===== src/rtl/ps2_rx_fifo.sv =====
`default_nettype none
// ============================================================================
// Module      : ps2_rx_fifo
// Description : PS/2 keyboard receiver. Synchronises and debounces the PS/2
//               clock/data pins, deserialises 11-bit frames, validates odd
//               parity and the stop bit, optionally folds E0/F0 prefixes into
//               {ext, brk} flags, and queues the results in a first-word-
//               fall-through FIFO.
//               Optional macro PS2_TIMEOUT_EN: abort a stalled frame after
//               TIMEOUT_CYCLES clk cycles without a PS/2 clock falling edge.
// Revision    : 1.0 - initial release
// ============================================================================
module ps2_rx_fifo #(
  parameter int FILTER_LEN      = 8,
  parameter int FIFO_DEPTH_LOG2 = 4,
  parameter int DECODE_PREFIX   = 1,
  parameter int TIMEOUT_CYCLES  = 50000
) (
  input  logic                       clk,
  input  logic                       reset,
  input  logic                       ps2_c,
  input  logic                       ps2_d,
  input  logic                       rx_en,
  input  logic                       rd_en,
  output logic [9:0]                 dout,
  output logic                       vacio,
  output logic                       lleno,
  output logic [FIFO_DEPTH_LOG2:0]   count,
  output logic                       overflow,
  output logic                       parity_err
);

  localparam int DEPTH  = 1 << FIFO_DEPTH_LOG2;
  localparam int FCNT_W = $clog2(FILTER_LEN);
  localparam int CNT_W  = FIFO_DEPTH_LOG2 + 1;

  // ---------------------------------------------------------------- inputs
  logic c_meta_q, c_sync_q, d_meta_q, d_sync_q;

  // Two-flop synchronisers for both asynchronous PS/2 pins
  always_ff @(posedge clk) begin
    if (reset) begin
      c_meta_q <= 1'b0;
      c_sync_q <= 1'b0;
      d_meta_q <= 1'b0;
      d_sync_q <= 1'b0;
    end else begin
      c_meta_q <= ps2_c;
      c_sync_q <= c_meta_q;
      d_meta_q <= ps2_d;
      d_sync_q <= d_meta_q;
    end
  end

  // Filtered clock flips only after FILTER_LEN consecutive opposite samples
  logic              filt_q;
  logic [FCNT_W-1:0] fcnt_q;
  logic              tick_q;
  logic              filt_flip;

  assign filt_flip = (c_sync_q != filt_q) && (fcnt_q == FCNT_W'(FILTER_LEN - 1));

  // Debounce counter, filtered clock and falling-edge tick
  always_ff @(posedge clk) begin
    if (reset) begin
      filt_q <= 1'b0;
      fcnt_q <= '0;
      tick_q <= 1'b0;
    end else begin
      tick_q <= filt_flip & filt_q;
      if ((c_sync_q == filt_q) || filt_flip) fcnt_q <= '0;
      else                                   fcnt_q <= fcnt_q + 1'b1;
      if (filt_flip) filt_q <= ~filt_q;
    end
  end

  // -------------------------------------------------------------- receiver
  typedef enum logic [1:0] {
    S_IDLE  = 2'd0,
    S_DATA  = 2'd1,
    S_CHECK = 2'd2
  } state_t;

  state_t     state_q, state_d;
  logic [3:0] bitcnt_q, bitcnt_d;
  logic [9:0] shift_q, shift_d;   // {stop, parity, data[7:0]}
  logic       ext_q, ext_d;
  logic       brk_q, brk_d;
  logic       push;
  logic [9:0] push_data;
  logic       tmo_abort;
  logic       frame_ok;

  // Odd parity over data+parity, and a high stop bit
  assign frame_ok = shift_q[9] & (^shift_q[8:0]);

`ifdef PS2_TIMEOUT_EN
  localparam int TMO_W = $clog2(TIMEOUT_CYCLES + 1);
  logic [TMO_W-1:0] tmo_q;

  assign tmo_abort = (state_q == S_DATA) && (tmo_q == TMO_W'(TIMEOUT_CYCLES));

  // Idle-time counter inside a frame, restarted by every clock tick
  always_ff @(posedge clk) begin
    if (reset || (state_q != S_DATA) || tick_q || tmo_abort) tmo_q <= '0;
    else                                                    tmo_q <= tmo_q + 1'b1;
  end
`else
  assign tmo_abort = 1'b0;
`endif

  // Receiver state register and frame datapath
  always_ff @(posedge clk) begin
    if (reset) begin
      state_q  <= S_IDLE;
      bitcnt_q <= '0;
      shift_q  <= '0;
      ext_q    <= 1'b0;
      brk_q    <= 1'b0;
    end else begin
      state_q  <= state_d;
      bitcnt_q <= bitcnt_d;
      shift_q  <= shift_d;
      ext_q    <= ext_d;
      brk_q    <= brk_d;
    end
  end

  // Next-state, frame validation and prefix decode
  always_comb begin
    state_d    = state_q;
    bitcnt_d   = bitcnt_q;
    shift_d    = shift_q;
    ext_d      = ext_q;
    brk_d      = brk_q;
    push       = 1'b0;
    push_data  = '0;
    parity_err = 1'b0;
    case (state_q)
      S_IDLE: begin
        if (tick_q && rx_en && !d_sync_q) begin
          state_d  = S_DATA;
          bitcnt_d = 4'd9;
        end
      end
      S_DATA: begin
        if (tick_q) begin
          shift_d = {d_sync_q, shift_q[9:1]};
          if (bitcnt_q == 4'd0) state_d = S_CHECK;
          else                  bitcnt_d = bitcnt_q - 4'd1;
        end else if (tmo_abort) begin
          state_d    = S_IDLE;
          parity_err = 1'b1;
          ext_d      = 1'b0;
          brk_d      = 1'b0;
        end
      end
      S_CHECK: begin
        state_d = S_IDLE;
        if (!frame_ok) begin
          parity_err = 1'b1;
          ext_d      = 1'b0;
          brk_d      = 1'b0;
        end else if (DECODE_PREFIX != 0) begin
          if (shift_q[7:0] == 8'hE0) begin
            ext_d = 1'b1;
          end else if (shift_q[7:0] == 8'hF0) begin
            brk_d = 1'b1;
          end else begin
            push      = 1'b1;
            push_data = {ext_q, brk_q, shift_q[7:0]};
            ext_d     = 1'b0;
            brk_d     = 1'b0;
          end
        end else begin
          push      = 1'b1;
          push_data = {2'b00, shift_q[7:0]};
        end
      end
      default: state_d = S_IDLE;
    endcase
  end

  // ------------------------------------------------------------------ FIFO
  logic [9:0]                 mem_q [DEPTH];
  logic [FIFO_DEPTH_LOG2-1:0] wr_ptr_q, rd_ptr_q;
  logic [CNT_W-1:0]           count_q;
  logic                       ovf_q;
  logic                       do_pop, do_push;

  assign vacio    = (count_q == '0);
  assign lleno    = (count_q == CNT_W'(DEPTH));
  assign count    = count_q;
  assign overflow = ovf_q;
  assign dout     = vacio ? 10'd0 : mem_q[rd_ptr_q];

  // A pop on a full FIFO frees the slot the simultaneous push needs
  assign do_pop  = rd_en & ~vacio;
  assign do_push = push & (~lleno | do_pop);

  // Circular buffer storage, pointers, occupancy and sticky overflow
  always_ff @(posedge clk) begin
    if (reset) begin
      for (int i = 0; i < DEPTH; i++) mem_q[i] <= '0;
      wr_ptr_q <= '0;
      rd_ptr_q <= '0;
      count_q  <= '0;
      ovf_q    <= 1'b0;
    end else begin
      if (do_push) begin
        mem_q[wr_ptr_q] <= push_data;
        wr_ptr_q        <= wr_ptr_q + 1'b1;
      end
      if (do_pop) rd_ptr_q <= rd_ptr_q + 1'b1;
      case ({do_push, do_pop})
        2'b10:   count_q <= count_q + 1'b1;
        2'b01:   count_q <= count_q - 1'b1;
        default: count_q <= count_q;
      endcase
      if (push && lleno && !do_pop) ovf_q <= 1'b1;
    end
  end

endmodule
`default_nettype wire


===== config.mk =====
export PLATFORM = sky130hd
export DESIGN_NAME = ps2_rx_fifo
export DESIGN_NICKNAME = d
export VERILOG_FILES = /design/src/rtl/ps2_rx_fifo.sv
export SDC_FILE = /design/constraint.sdc
export NUM_CORES = 1
export LEC_CHECK = 0
export CORE_MARGIN = 2
export CORE_UTILIZATION = 55
export CTS_CLUSTER_SIZE = 12
export DETAILED_ROUTE_END_ITERATION = 8
export PLACE_DENSITY = 0.74
export SLEW_MARGIN = 20
export SYNTH_ARGS = -nofsm -noshare
export SYNTH_HDL_FRONTEND = slang
export SYNTH_SLANG_ARGS = --single-unit

===== constraint.sdc =====
create_clock -name clk -period 6.6 [get_ports clk]
set_input_delay 0.66 -clock clk [delete_from_list [all_inputs] [get_ports clk]]
set_output_delay 0.66 -clock clk [all_outputs]
set_load 0.05 [all_outputs]

==> impl_results.md, run 1 <==
* Sw Ratio at 0.286
* Post-route setup slack at 2.29 ns
* Skew final at 0.00964 ns
* First DRT Iteration DRCs at 570
* Crit path launch type: flip-flop
* Slew margin rel. at 0.437
* Hold Fails Final Rpt at 0
* Setup total negative slack at 0 ns
* Mapped Area at 0.00911 sq mm
* Fraction of layout cells with a size suffix above 1 at 0.143
* Register area share after synthesis at 0.626
* Post-synth ARST share at 0
* RSZ-0062 raised after global routing: false
* Fmax at 232 MHz
* Area grow syn2layout at 10.4%
* Non-filler instance count after layout at 933
* Synth cell types at 46
* Via count at 5524
* Final worst path period share at 0.653
* Clock Tree Buf Depth at 3
* Number of CTS-inserted buffers at 22
* Routability congestion estimate at 0.871
* Synth warn at 0
* Core Footprint at 0.0164 sq mm
* Global-route wire length before repair at 31700 um
* DP Wirelength at 13700 um
* CP Data Required Time at 5.94 ns
* PortBufs at 24
* Largest net degree at the start of global routing at 63
* CP Data Arrival Time at 3.65 ns
* # resized after CTS at 0
* Number of setup violations in the final report at 0
* Peak supply drop at 0.255 mV
* Seq cells post-synth at 205
* Power per cell area at 344 mW/mm^2
* Post-CTS Repair Setup Buffers at 0
* I/O pin cnt at 25
* Number of diodes at 0
* Die height at 133 um
* Hold/Removal Path Class: reg2reg
* Most frequent cells in the layout: 180 x nor2_1, 160 x edfxtp_1, 50 x mux4_2
* Placed Cells at 897
* Crit path max fanout at 21
* Hold Crit Start: fcnt_q[0]
* Row cnt at 47
* Number of global-route vias before repair at 5594
* Leakage at 3.12 nW
* Remaining global-route overflow at 0
* Minimum clock period at 4.31 ns
* Post-synthesis cell count at 698
* Sequential power share at 0.442
* Pre-CTS setup slack at 2.69 ns
* Ys flop type: edfxtp_1
* Number of remaining DRC errors at 0
* Avg WL per Cell at 21.5 um
* Commonest non-fill, non-tap cell in the layout: nor2_1
* Clock share of power at 0.320
* Syn_nets at 719
* Cts hold-fix bufs at 0
* # Max-Cap Violations at 0
* Htree depth at 1
* Average cell area after synthesis at 13.1 sq um
* Post-route ant nets at 0
* Clk root buf: clkbuf_16
* Clock transition at path regs at 0.06 ns
* Worst R2R Start: shift_q[2]
* Die ar. at 0.0176 sq mm
* GRT Total Usage at 0.237
* Initial antenna violation count at 0
* Pint at 2.47 mW
* Least-Margin Pin Slew at 0.844 ns
* Power after layout at 3.46 mW
* Clk_lat worst skew at 0.49 ns
* Net count, final at 722
* Worst Setup End Kind: primary output
* Via-to-Cell Ratio at 5.92
* Run status: completed
* Crit path kind: reg2out
* Logic gate share of total power at 0.238
* CTS sink count at 205
* CTS tree: built
* DRT Pass-1 Iters at 4
* Switching power at 0.990 mW
* Starting Density at 0.555
* Max-slew violations at 0
* Die X at 133 um
* Final wirelength at 20100 um
* Post-synth EDFFs at 160
kinds of logic after synthesis:
group / after synthesis / synth area share
flops: 205 / 0.626
simple gates: 310 / 0.153
compound gates: 39 / 0.0250
xor+xnor: 15 / 0.0161
mux: 54 / 0.128
fa+ha+maj: 15 / 0.0206
buf+inv: 60 / 0.0308
worst paths after layout:
path              slack (ns)           to  cells past startpoint
hold reg to reg         0.45    fcnt_q[0]                      1
hold / removal          0.45    fcnt_q[0]                      1
setup / recovery        2.29      dout[1]                      5
setup reg to reg        2.76  mem_q[2][5]                      8
flip-flops by register name, indices dropped and copies added (netlist names), named ones only:
name and count:
c_meta_q 1, brk_q 1, fcnt_q 3, ext_q 1, filt_q 1, bitcnt_q 4
wr_ptr_q 4, shift_q 10, tick_q 1, overflow 1, d_meta_q 1, mem_q 160
count 5, d_sync_q 1, c_sync_q 1, state_q 2, rd_ptr_q 4
final cells by class:
type	count	area (sq um)
clock buffer	30	612
clock inverter	6	30.0
fill	1223	6350
inverter	11	41.3
multi-input combinational	433	3130
sequential	205	5710
tap	220	275
timing repair buffer	28	265
per-stage QoR:
| step | utilization | cell area (sq um) | hold slack [ns] |
|---|---|---|---|
| after floorplan | - | 9110 | 0.406 |
| after global placement | 0.574 | 9410 | 0.413 |
| after detailed placement | 0.574 | 9410 | 0.430 |
| after CTS | 0.613 | 10100 | 0.448 |
| after global routing | 0.613 | 10100 | 0.464 |
| final | 0.613 | 10100 | 0.446 |
power by group through the flow:
| stage | combinational (mW) | sequential (mW) | clock (mW) |
|---|---|---|---|
| final | 0.826 | 1.53 | 1.11 |
| after global routing | 0.867 | 1.54 | 1.18 |
| after CTS | 0.833 | 1.53 | 1.12 |
| after detailed placement | 0.832 | 1.56 | 0 |
| after global placement | 0.817 | 1.56 | 0 |
| after floorplan | 0.609 | 1.54 | 0 |
cells in the mapped netlist (2+ instances only):
library cell  count  share of area
nor2_1          180          0.074
a31oi_1           4         0.0027
or3_1             7         0.0048
nand2_1          44          0.018
xor2_1            9         0.0087
clkbuf_1         22         0.0091
nor3_1            6         0.0033
nand3_1           5         0.0027
or2b_1            3         0.0025
or2_1             3         0.0021
nor4_1            2         0.0014
buf_6             4         0.0049
and2_1            4         0.0027
nor2b_1          19          0.013
nand3b_2          3         0.0037
inv_1            11         0.0045
edfxtp_1        160           0.53
nand4b_1          2         0.0019
o21ai_0           6         0.0033
buf_2            20          0.011
mux2i_1           3         0.0033
dfxtp_1          45          0.099
a21oi_1          21          0.012
xnor2_1           5         0.0048
nand2b_1         15          0.010
mux4_2           50           0.12
ha_1             15          0.021
or2_2             9         0.0062
buf_1             3         0.0012
nand4_1           2         0.0014
layer usage:
| metal | vias to the layer above | global-route usage | wire, um |
|---|---|---|---|
| met5 | - | 0 | 0 |
| met4 | 0 | 0.0812 | 523 |
| met3 | 42 | 0.0406 | 1480 |
| met2 | 221 | 0.411 | 10400 |
| li1 | 2493 | - | - |
| met1 | 2768 | 0.305 | 7620 |
critical path, stage by stage (launching register included):
cell and delay [ns]:
dfxtp_2 0.78, buf_4 0.50, mux4_2 0.55, mux4_2 0.46, nor2b_1 0.15, clkdlybuf4s50_1 0.71
(Power assumes the default switching activity.)
==> run 2, diff against run 1 <==
--- a/config.mk
+++ b/config.mk
@@ -9,7 +9,7 @@
 export CORE_UTILIZATION = 55
 export CTS_CLUSTER_SIZE = 12
 export DETAILED_ROUTE_END_ITERATION = 8
-export PLACE_DENSITY = 0.74
+export PLACE_DENSITY = 0.77
 export SLEW_MARGIN = 20
 export SYNTH_ARGS = -nofsm -noshare
 export SYNTH_HDL_FRONTEND = slang
==> constraint.sdc (replaced) <==
create_clock -name clk -period 3.75 [get_ports clk]
set_input_delay 0.375 -clock clk [delete_from_list [all_inputs] [get_ports clk]]
set_output_delay 0.375 -clock clk [all_outputs]
set_load 0.05 [all_outputs]
==> impl_results.md, run 2 (same netlist as run 1, synthesis figures left out) <==
* Worst hold path stage count at 1 (unchanged)
* First DRT Iteration DRCs at 754 (+32%)
* Setup total negative slack at 0 ns (unchanged)
* Post-CTS Repair Setup Buffers at 0 (unchanged)
* Post-route ant nets at 0 (unchanged)
* Skew final at 0.0190 ns (+0.00939 ns)
* Sequential power share at 0.425 (-0.017)
* Crit-path max cell delay at 0.60 ns (-0.18 ns)
* Number of global-route vias before repair at 5649 (+0.98%)
* Clock transition at path regs at 0.06 ns (about the same)
* Number of setup violations in the final report at 0 (unchanged)
* Fmax at 279 MHz
* Run status: completed
* Starting Density at 0.555 (unchanged)
* # Max-Cap Violations at 0 (unchanged)
* Core Footprint at 0.0164 sq mm (unchanged)
* Peak supply drop at 0.487 mV (+91%)
* Fraction of layout cells with a size suffix above 1 at 0.161 (+0.0177)
* PortBufs at 24 (unchanged)
* Row cnt at 47 (unchanged)
* Power after layout at 6.23 mW (+80%)
* Least-Margin Pin Slew at 0.957 ns (+0.113 ns)
* Net count, final at 735 (+1.8%)
* Initial antenna violation count at 0 (unchanged)
* Routability congestion estimate at 0.908 (+4.3%)
* WHS at 0.427 ns (-0.0185 ns)
* Crit path launch type: flip-flop
* Clock Tree Buf Depth at 3 (unchanged)
* Htree depth at 1 (unchanged)
* Power per cell area at 612 mW/mm^2 (+78%)
* Worst Setup End Kind: flip-flop
* Worst path slowest cell: or3_1
* Area grow syn2layout at 11.8%
* Most frequent cells in the layout: 180 x nor2_1, 160 x edfxtp_1, 50 x mux4_2
* Post-route cell area at 0.0102 sq mm (+1.3%)
* Leakage at 3.20 nW (+2.5%)
* Avg WL per Cell at 22.1 um (+2.9%)
* Die ar. at 0.0176 sq mm (unchanged)
* CP Data Required Time at 3.89 ns (-2.05 ns)
* CTS sink count at 205 (unchanged)
* Crit-path leading delay family: simple AND/OR/NAND/NOR gates
* Clock share of power at 0.328 (+0.008)
* DP Wirelength at 13800 um (+0.77%)
* CP Data Arrival Time at 3.73 ns (+0.08 ns)
* Final worst path period share at 0.957
* DRT Pass-1 Iters at 4 (unchanged)
* Hold Fails Final Rpt at 0 (unchanged)
* Via-to-Cell Ratio at 6.01 (+1.5%)
* Die X at 133 um (unchanged)
* Bufs and invs on worst path at 2 (unchanged)
* Switching power at 1.80 mW (+82%)
* Slew margin rel. at 0.361 (-0.0761)
* Number of diodes at 0 (unchanged)
* Top reg by flops: mem_q
* # resized after CTS at 0 (unchanged)
* RSZ-0062 raised after global routing: false
* Max FFs per register at 160 (unchanged)
* Cts hold-fix bufs at 0 (unchanged)
* GRT Total Usage at 0.244 (+0.00739)
* Worst path depth at 9 (+4)
* Number of CTS-inserted buffers at 22 (unchanged)
* Post-DP Area at 0.00951 sq mm (+1.0%)
* Worst reg2reg path depth at 9 (+1)
* Crit path max fanout at 11 (-48%)
* Clk root buf: clkbuf_16
* Die height at 133 um (unchanged)
* Crit path kind: reg2reg
* CP cell instances: inv_1 -> ha_1 -> xnor3_2 -> xnor2_1 -> nor3_2 -> buf_4 -> nand3b_1 -> or3_1 -> nand2b_1
* Number of remaining DRC errors at 0 (unchanged)
* Hold/Removal Path Class: reg2reg
* Via count at 5696 (+3.1%)
* Max-slew violations at 0 (unchanged)
* I/O pin cnt at 25 (unchanged)
* Minimum clock period at 3.59 ns
* Largest net degree at the start of global routing at 59 (-6.3%)
* Final wirelength at 21000 um (+4.6%)
* Sw Ratio at 0.289 (+0.00316)
* CTS tree: built
* Clk_lat worst skew at 0.50 ns (about the same)
* Commonest non-fill, non-tap cell in the layout: nor2_1
* Logic gate share of total power at 0.247 (+0.009)
* Pint at 4.43 mW (+79%)
* Global-route wire length before repair at 32200 um (+1.9%)
* Remaining global-route overflow at 0 (unchanged)
run 2: cell count changes in the layout (fill, tap and decap cells not counted):
cell	change
buf_4	+13
clkbuf_2	+1
clkbuf_8	+3
clkinvlp_4	-1
clkinv_2	-1
run 2: path summary, 6_finish.rpt:
| check | startpoint | endpoint | slack, ns |
|---|---|---|---|
| worst min-delay path | fcnt_q[0] | fcnt_q[0] | 0.43 |
| worst max register to register | shift_q[2] | mem_q[0][1] | 0.16 |
| worst min register to register | fcnt_q[0] | fcnt_q[0] | 0.43 |
| worst max-delay path | shift_q[2] | mem_q[0][1] | 0.16 |
run 2: layer usage:
metal,track usage,share of wire,vias up
met5,0,0,-
met1,0.335,0.39,2802
met3,0.0529,0.095,53
li1,-,-,2521
met4,0.107,0.043,0
met2,0.382,0.47,320
run 2: area by class of cell:
class                   instances  area (sq um)
clock buffers                  34           658
clock inverters                 4          17.5
fillers                      1216          6220
inverters                      11          41.3
multi-input cells             433          3130
flip-flops and latches        205          5710
well taps                     220           275
repair buffers                 41           363
run 2: metrics by stage:
step | worst slack, ns | instances | utilization
after detailed placement | 0.265 | 910 | 0.580
final | 0.161 | 948 | 0.621
after global routing | 0.0500 | 948 | 0.621
after global placement | 0.408 | 910 | 0.580
after floorplan | 0.982 | 698 | -
after CTS | 0.162 | 948 | 0.621
run 2: power by group through the flow:
stage | Combinational (mW) | Sequential, mW | Clock (mW)
2_1_floorplan | 1.07 | 2.71 | 0
3_3_place_gp | 1.54 | 2.69 | 0
3_5_place_dp | 1.55 | 2.69 | 0
4_1_cts | 1.56 | 2.65 | 2.07
5_1_grt | 1.63 | 2.66 | 2.15
6_report | 1.54 | 2.65 | 2.04
